**src/rtl/sobol_pkg.sv**
```systemverilog
// rtl/sobol_pkg.sv - shared constants and helpers for the Sobol sequence generator
//
// Contents:
//   SOBOL_WIDTH     default sample/counter width
//   SOBOL_LOGWIDTH  default direction-vector index width ($clog2(SOBOL_WIDTH))
//   default_dv()    reset value of direction vector k (van der Corput: 1 << (width-1-k))

package sobol_pkg;

    localparam int SOBOL_WIDTH    = 8;
    localparam int SOBOL_LOGWIDTH = 3;

    // Returned as 64 bits so any WIDTH up to 64 can slice the result.
    function automatic longint unsigned default_dv(input int k, input int width);
        return 64'd1 << (width - 1 - k);
    endfunction

endpackage

```
**src/rtl/sobol_lsz.sv**
```systemverilog
// rtl/sobol_lsz.sv - least-significant-zero index of the Sobol counter
//
// Ports:
//   cnt      in   WIDTH     counter value
//   lsz_idx  out  LOGWIDTH  lowest bit position of cnt that is 0; WIDTH-1 when cnt is all ones

module sobol_lsz
    import sobol_pkg::*;
#(
    parameter int WIDTH    = SOBOL_WIDTH,
    parameter int LOGWIDTH = SOBOL_LOGWIDTH
) (
    input  logic [WIDTH-1:0]    cnt,
    output logic [LOGWIDTH-1:0] lsz_idx
);

    // Scan from the top down so the lowest zero bit is the last assignment
    // that sticks. The all-ones case falls through to the default, which is
    // also the direction vector the wrap step would otherwise have used.
    always_comb begin
        lsz_idx = LOGWIDTH'(WIDTH - 1);
        for (int i = WIDTH - 1; i >= 0; i--) begin
            if (!cnt[i]) begin
                lsz_idx = LOGWIDTH'(i);
            end
        end
    end

endmodule

```
**src/rtl/sobol_seq_gen.sv**
```systemverilog
// rtl/sobol_seq_gen.sv - Gray-code Sobol low-discrepancy sequence generator
//
// Ports:
//   clk         in   1         clock, rising edge
//   rst_n       in   1         asynchronous active-low reset
//   enable      in   1         advance the sequence by one sample
//   clear       in   1         synchronous restart to sample 0 (wins over enable)
//   dv_wr_en    in   1         direction-vector write strobe
//   dv_wr_addr  in   LOGWIDTH  direction-vector index (writes at addr >= WIDTH are dropped)
//   dv_wr_data  in   WIDTH     direction-vector value
//   out         out  WIDTH     current Sobol sample (registered)
//   lsz_idx     out  LOGWIDTH  least-significant-zero index of the counter
//   wrap        out  1         one-cycle pulse after the sequence wrapped to 0

module sobol_seq_gen
    import sobol_pkg::*;
#(
    parameter int WIDTH    = SOBOL_WIDTH,
    parameter int LOGWIDTH = SOBOL_LOGWIDTH
) (
    input  logic                clk,
    input  logic                rst_n,
    input  logic                enable,
    input  logic                clear,
    input  logic                dv_wr_en,
    input  logic [LOGWIDTH-1:0] dv_wr_addr,
    input  logic [WIDTH-1:0]    dv_wr_data,
    output logic [WIDTH-1:0]    out,
    output logic [LOGWIDTH-1:0] lsz_idx,
    output logic                wrap
);

    logic [WIDTH-1:0] cnt;
    logic [WIDTH-1:0] dv [WIDTH];

    logic cnt_full;
    logic advance;
    logic dv_wr_hit;

    sobol_lsz #(
        .WIDTH    (WIDTH),
        .LOGWIDTH (LOGWIDTH)
    ) u_lsz (
        .cnt     (cnt),
        .lsz_idx (lsz_idx)
    );

    assign cnt_full  = &cnt;
    assign advance   = enable && !clear;
    // The index port can address past the vector file when WIDTH is not a
    // power of two; those writes are dropped rather than aliased.
    assign dv_wr_hit = dv_wr_en && (int'(dv_wr_addr) < WIDTH);

    // Counter, sample and wrap flag. On the last count the sample is forced
    // to 0 instead of XORing V[WIDTH-1], so the next period starts cleanly
    // at sample 0 with no bubble.
    always_ff @(posedge clk or negedge rst_n) begin
        if (!rst_n) begin
            cnt  <= '0;
            out  <= '0;
            wrap <= 1'b0;
        end else if (clear) begin
            cnt  <= '0;
            out  <= '0;
            wrap <= 1'b0;
        end else if (advance) begin
            if (cnt_full) begin
                cnt  <= '0;
                out  <= '0;
                wrap <= 1'b1;
            end else begin
                cnt  <= cnt + WIDTH'(1);
                out  <= out ^ dv[lsz_idx];
                wrap <= 1'b0;
            end
        end else begin
            wrap <= 1'b0;
        end
    end

    // Direction-vector file. A write in the same cycle as an advance lands
    // on the edge, so the XOR above still sees the old vector. clear leaves
    // the vectors alone; only reset restores the defaults.
    always_ff @(posedge clk or negedge rst_n) begin
        if (!rst_n) begin
            for (int k = 0; k < WIDTH; k++) begin
                dv[k] <= WIDTH'(default_dv(k, WIDTH));
            end
        end else if (dv_wr_hit) begin
            dv[dv_wr_addr] <= dv_wr_data;
        end
    end

endmodule

```
**config.mk**
```make
export PLATFORM = sky130hd
export DESIGN_NAME = sobol_seq_gen
export DESIGN_NICKNAME = d
export VERILOG_FILES = /design/src/rtl/sobol_pkg.sv /design/src/rtl/sobol_lsz.sv /design/src/rtl/sobol_seq_gen.sv
export SDC_FILE = /design/constraint.sdc
export NUM_CORES = 1
export LEC_CHECK = 0
export BUFFER_PORTS_ARGS = -buffer_cell sky130_fd_sc_hd__buf_2
export CAP_MARGIN = 30
export CORE_ASPECT_RATIO = 0.6
export CORE_MARGIN = 2
export CORE_UTILIZATION = 50
export CTS_BUF_LIST = sky130_fd_sc_hd__clkbuf_2
export CTS_CLUSTER_SIZE = 16
export DETAILED_ROUTE_END_ITERATION = 10
export PLACE_DENSITY = 0.68
export RECOVER_POWER = 25
export SYNTH_ARGS = -nofsm -noshare
export SYNTH_HDL_FRONTEND = slang
export SYNTH_SLANG_ARGS = --single-unit
export TNS_END_PERCENT = 10
```
**constraint.sdc**
```tcl
create_clock -name clk -period 4.5 [get_ports clk]
set_input_delay 0.9 -clock clk [delete_from_list [all_inputs] [get_ports clk]]
set_output_delay 0.9 -clock clk [all_outputs]
set_load 0.05 [all_outputs]
```
Yosys cells after proc, flatten, opt, wreduce, memory -nomap -nowiden:

Index checks and enable logic that the tools add are counted.

* bits in registers: 81
* output and inout port bits: 12
* logic and storage cells: 45

* $add $sub $neg: 1
* $lt $le $gt $ge: 3
* multiplexer cells: 22
* bitwise logic cells: 3
* reductions and logical operators: 5

Operator list (number)
* two-way mux 8 bit: 9
* bitwise mux 64 bit: 1
* binary-select mux 8 bit (select 3 bit): 1
* demux 8 bit (select 3 bit): 1
* two-way mux 3 bit: 4
* adder 8 x 1 -> 8 bit, second input constant: 1
* greater-or-equal comparator 4 bit, second input constant: 2
* inverter 3 -> 4 bit: 2
* AND reduction 8 bit: 1
* XOR 8 bit: 1
* < comparator 4 x 1 -> 1 bit, second input constant: 1
* two-way mux 1 bit: 4
* two-way mux 2 bit: 2
* logical AND 1 bit: 2
* nonzero test 2 bit: 1
* logical NOT 1 bit: 1

Longest topological paths before layout:

* depth after elaboration: 15
* depth in mapped cells: 8

Hierarchy:

Synthesis repeated with hierarchy kept, for this count alone.

* cells, all modules: 261
* area total of the unflattened synthesis: 3862.5 um^2

By module, submodules not included
* sobol_seq_gen: instances 1, cells an instance 251, area each 3818.7 um^2, sequential area each 2037.0 um^2
* sobol_lsz: instances 1, cells an instance 10, area each 43.8 um^2, sequential area each 0.0 um^2

Worst setup path after synthesis:

OpenSTA, ideal clock, no wires.

* path kind: reg-to-output
* from: register cnt[5]
* to: output lsz_idx[0]
* data arrival time: 1.388 ns
* required time: 3.600 ns
* path slack: 2.212 ns
* cell stages (with the launch flop): 7
* path buffers: 2
* path through: dfrtp_1 -> buf_6 -> nand2b_1 -> a21oi_4 -> or2_1 -> buf_4 -> inv_1

* word-level cells in the longest chain between the ends: 6

Ends and longest elaborated chain
* from (decl): RTL line sobol_seq_gen.sv:33 `logic [WIDTH-1:0] cnt;`
* from (signal assigned): RTL line sobol_seq_gen.sv:72 `cnt <= cnt + WIDTH'(1);`
* two-way mux 2 bit (2 in series): RTL line sobol_lsz.sv:23 `if (!cnt[i]) begin`
* two-way mux 3 bit (4 in series): RTL line sobol_lsz.sv:23
* to (decl): RTL line sobol_seq_gen.sv:29 `output logic [LOGWIDTH-1:0] lsz_idx,`

No other way between the ends.

Worst setup path in the final report:

* from: register cnt[0]
* to: output lsz_idx[1]

* word-level cells in the longest chain between the ends: 1

Ends and longest elaborated chain (RTL line)
* two-way mux 3 bit: sobol_lsz.sv:23

No other way between the ends.

==> metrics.log <==
[metrics] transition time at the pin with the least slew margin: 1280 ps
[metrics] detailed-route wire length: 9710 um
[metrics] length of the first detailed-routing pass in iterations: 4
[metrics] net count after synthesis: 370
[metrics] clock-pin transition on the worst setup and hold timing paths: 220 ps
[metrics] commonest non-fill, non-tap cell in the layout: sky130_fd_sc_hd__dfrtp_1
[metrics] count of buffers from port buffering: 27
[metrics] global-route usage over all layers: 23.2%
[metrics] data required time at the worst endpoint: 3600 ps
[metrics] Design Power: 1740 uW
[metrics] Final Cycle Share: 77.9%
[metrics] post-synthesis share of cell area spent on and, or, nand and nor gates: 10.9%
[metrics] maximum number of pins on one net before global-route repair: 61
[metrics] die width: 121 um
[metrics] IR Drop Worst-Case VDD: 0.000252 V
[metrics] Layout Area Growth over Synthesis: 7.10%
[metrics] Starting Density: 51.9%
[metrics] number of antenna cells inserted: 0
[metrics] overall die area: 0.00901 mm^2
[metrics] Max Cap Violations: 0
[metrics] number of enable-type register cells in the synthesized netlist: 0
[metrics] arrival time of data at the critical path endpoint: 2600 ps
[metrics] startpoint class of the critical path: flip-flop
[metrics] number of storage elements in the synthesis netlist: 81
[metrics] placed cell count: 466
[metrics] outcome: completed
[metrics] number of standard-cell rows in the floorplan: 25
[metrics] Remaining DRCs: 0
[metrics] via/cell ratio: 6.00
[metrics] maximum fanout count along the critical path: 25
[metrics] final-layout worst hold slack: 494 ps
[metrics] Synth area leaders: sky130_fd_sc_hd__dfrtp_1 44%, sky130_fd_sc_hd__mux2_2 15%, sky130_fd_sc_hd__dfstp_2 5.1%
[metrics] vias after detailed routing: 2893
[metrics] classification of the worst-slack hold path: flip-flop to flip-flop
[metrics] antenna violations before repair: 0
[metrics] Avg Cell Area, Syn: 11.7 um^2
[metrics] post-synth cell types: 46
[metrics] fraction of the mapped netlist area in compound gates: 18.9%
[metrics] number of buffers added to fix hold violations after cts: 0
[metrics] final weighted congestion in routability-driven placement: 0.812
[metrics] Final Max Tran Viols: 0
[metrics] routed len/inst: 20.1 um
[metrics] multiplexer area fraction after synthesis: 15.5%
[metrics] Seq/Total Area, Yosys: 49.4%
[metrics] clock sink count: 81
[metrics] most frequent cells in the layout: 73 x sky130_fd_sc_hd__dfrtp_1, 56 x sky130_fd_sc_hd__mux2_2, 30 x sky130_fd_sc_hd__o21ai_0, 26 x sky130_fd_sc_hd__buf_2, 22 x sky130_fd_sc_hd__nor2_1
[metrics] total clock buffers created by CTS: 9
[metrics] total non-filler cell area in the finished layout: 0.00442 mm^2
[metrics] post-synthesis instance total: 353
[metrics] Power Dens Cells: 393 mW/mm^2
[metrics] parity-gate share of the synthesized area counting xor and xnor cells: 0.425%
[metrics] maximum buffer depth of the clock tree: 2
[metrics] total number of nets in the final design: 386
[metrics] H-tree depth: 3
[metrics] wire length of the first global-routing pass: 15300 um
[metrics] hold violation count in the final report: 0
[metrics] unrepaired setup endpoints after global routing: false
[metrics] Crit. End Element: primary output
[metrics] minimum clock period: 3500 ps
[metrics] setup clock skew after layout: 23.1 ps
[metrics] most area-hungry cell type in the Yosys netlist: sky130_fd_sc_hd__dfrtp_1
[metrics] Pleak: 0.00191 uW
[metrics] post-synthesis cell area: 0.00412 mm^2
[metrics] startpoint-to-endpoint class of the critical path: flip-flop to primary output
[metrics] grt total ovfl: 0
[metrics] highest clock frequency the design can meet: 285 MHz
[metrics] combinational family with the most area after synthesis: compound AO/OA/AOI/OAI gates
[metrics] dominant synthesized flop cell: sky130_fd_sc_hd__dfrtp_1
[metrics] instance area at placement: 0.00429 mm^2
[metrics] ys async rst share: 100%
[metrics] final total negative setup slack: 0 ps
[metrics] clock root buffer: sky130_fd_sc_hd__clkbuf_2
[metrics] clock insertion delay at the later pin of the skew report: 550 ps
[metrics] vias in the first global route: 2698
[metrics] number of primary I/O pins: 28
[metrics] Std-Cell Core Area: 0.00795 mm^2
[metrics] Final Non-Filler Cells: 482
[metrics] Setup-failing EPs final: 0
[metrics] Synth Area in Adders: 0.303%
[metrics] Post-DRT Antenna Nets: 0
[metrics] Rel. slew slack: 14.3%
[metrics] die span in y: 74.3 um
[metrics] DP HPWL: 6940 um
[metrics] top-area cell type share of the netlist area: 44.3%
[metrics] post-CTS setup-driven buffer insertion count: 0
[metrics] YS warnings: 0
[metrics] CTS resizes: 0
[metrics] TritonCTS clock tree: yes
[metrics] share of final-layout standard cells stronger than drive strength 1: 35.3%
[metrics] number of DRC markers in iteration 0: 266
[metal layers]
layer	wire [um]	part of all wire [%]	GRT usage, %	vias up
met5	0	0	0	-
met4	134	1.4	5.87	0
met3	900	9.3	8.82	13
met2	3760	39	30.9	90
met1	4910	51	35.2	1448
li1	-	-	-	1342
[path summary, 6_finish.rpt]
check / start / to / slack (ps) / cells past startpoint
min: cnt[7] / cnt[7] / 490 / 1
min in group asynchronous: rst_n / out[7] / 570 / 1
max: cnt[0] / lsz_idx[1] / 1000 / 3
max reg2reg: cnt[0] / out[4] / 1800 / 6
min reg2reg: cnt[7] / cnt[7] / 490 / 1
max in group asynchronous: rst_n / dv[27] / 2960 / 2
[sequential cells by signal, indices dropped and copies added (netlist names)]
register  count
dv           64
cnt           8
out           8
wrap          1
[synthesized netlist by cell type (2+ instances only)]
cell type,instances
sky130_fd_sc_hd__dfrtp_1,73
sky130_fd_sc_hd__mux2_2,56
sky130_fd_sc_hd__o21ai_0,31
sky130_fd_sc_hd__nor2_1,22
sky130_fd_sc_hd__nand2_1,15
sky130_fd_sc_hd__nand4_1,11
sky130_fd_sc_hd__inv_1,10
sky130_fd_sc_hd__clkbuf_1,9
sky130_fd_sc_hd__a211oi_2,8
sky130_fd_sc_hd__a21bo_1,8
sky130_fd_sc_hd__a22o_1,8
sky130_fd_sc_hd__a22oi_1,8
sky130_fd_sc_hd__a31o_1,8
sky130_fd_sc_hd__dfstp_2,8
sky130_fd_sc_hd__nor4_1,8
sky130_fd_sc_hd__o31ai_1,8
sky130_fd_sc_hd__buf_2,7
sky130_fd_sc_hd__o32ai_2,5
sky130_fd_sc_hd__buf_6,4
sky130_fd_sc_hd__nand3_1,4
sky130_fd_sc_hd__a21oi_1,3
sky130_fd_sc_hd__buf_4,3
sky130_fd_sc_hd__nand2b_1,3
sky130_fd_sc_hd__nand4b_1,3
sky130_fd_sc_hd__nor2b_1,3
sky130_fd_sc_hd__nor3_2,3
sky130_fd_sc_hd__o32ai_1,3
sky130_fd_sc_hd__inv_2,2
sky130_fd_sc_hd__nor3b_2,2
[cell type report]
cell class              instances  area [um^2]
inverters                      12         45.0
clock inverters                 4         70.1
well taps                     108          135
flip-flops and latches         81         2040
clock buffers                  12         60.1
repair buffers                 29          169
fillers                       718         3530
multi-input cells             236         1900
[kinds of logic after synthesis]
logic type | Yosys count
buffers and inverters | 36
and+or+nand+nor | 81
DFF | 81
adders and majority gates | 1
muxes | 57
AOI/OAI and AO/OA | 95
xor gates and xnor gates | 2
[worst max-delay path, stage by stage, from the launching register on]
cell and delay (ps):
sky130_fd_sc_hd__dfrtp_1 810, sky130_fd_sc_hd__nand2_1 240, sky130_fd_sc_hd__a31oi_4 610, sky130_fd_sc_hd__buf_2 390
[stage by stage]
stage          utilization, %  setup WS (ps)
2_1_floorplan               -           2210
3_3_place_gp             53.6           1700
3_5_place_dp             54.0           1630
4_1_cts                  55.6            988
5_1_grt                  55.6            797
6_report                 55.6            995
[report_power, final]
part | internal [uW] | switching [uW]
clock network | 189 | 246
logic | 160 | 186
registers | 874 | 82.2
(Power assumes the default switching activity.)
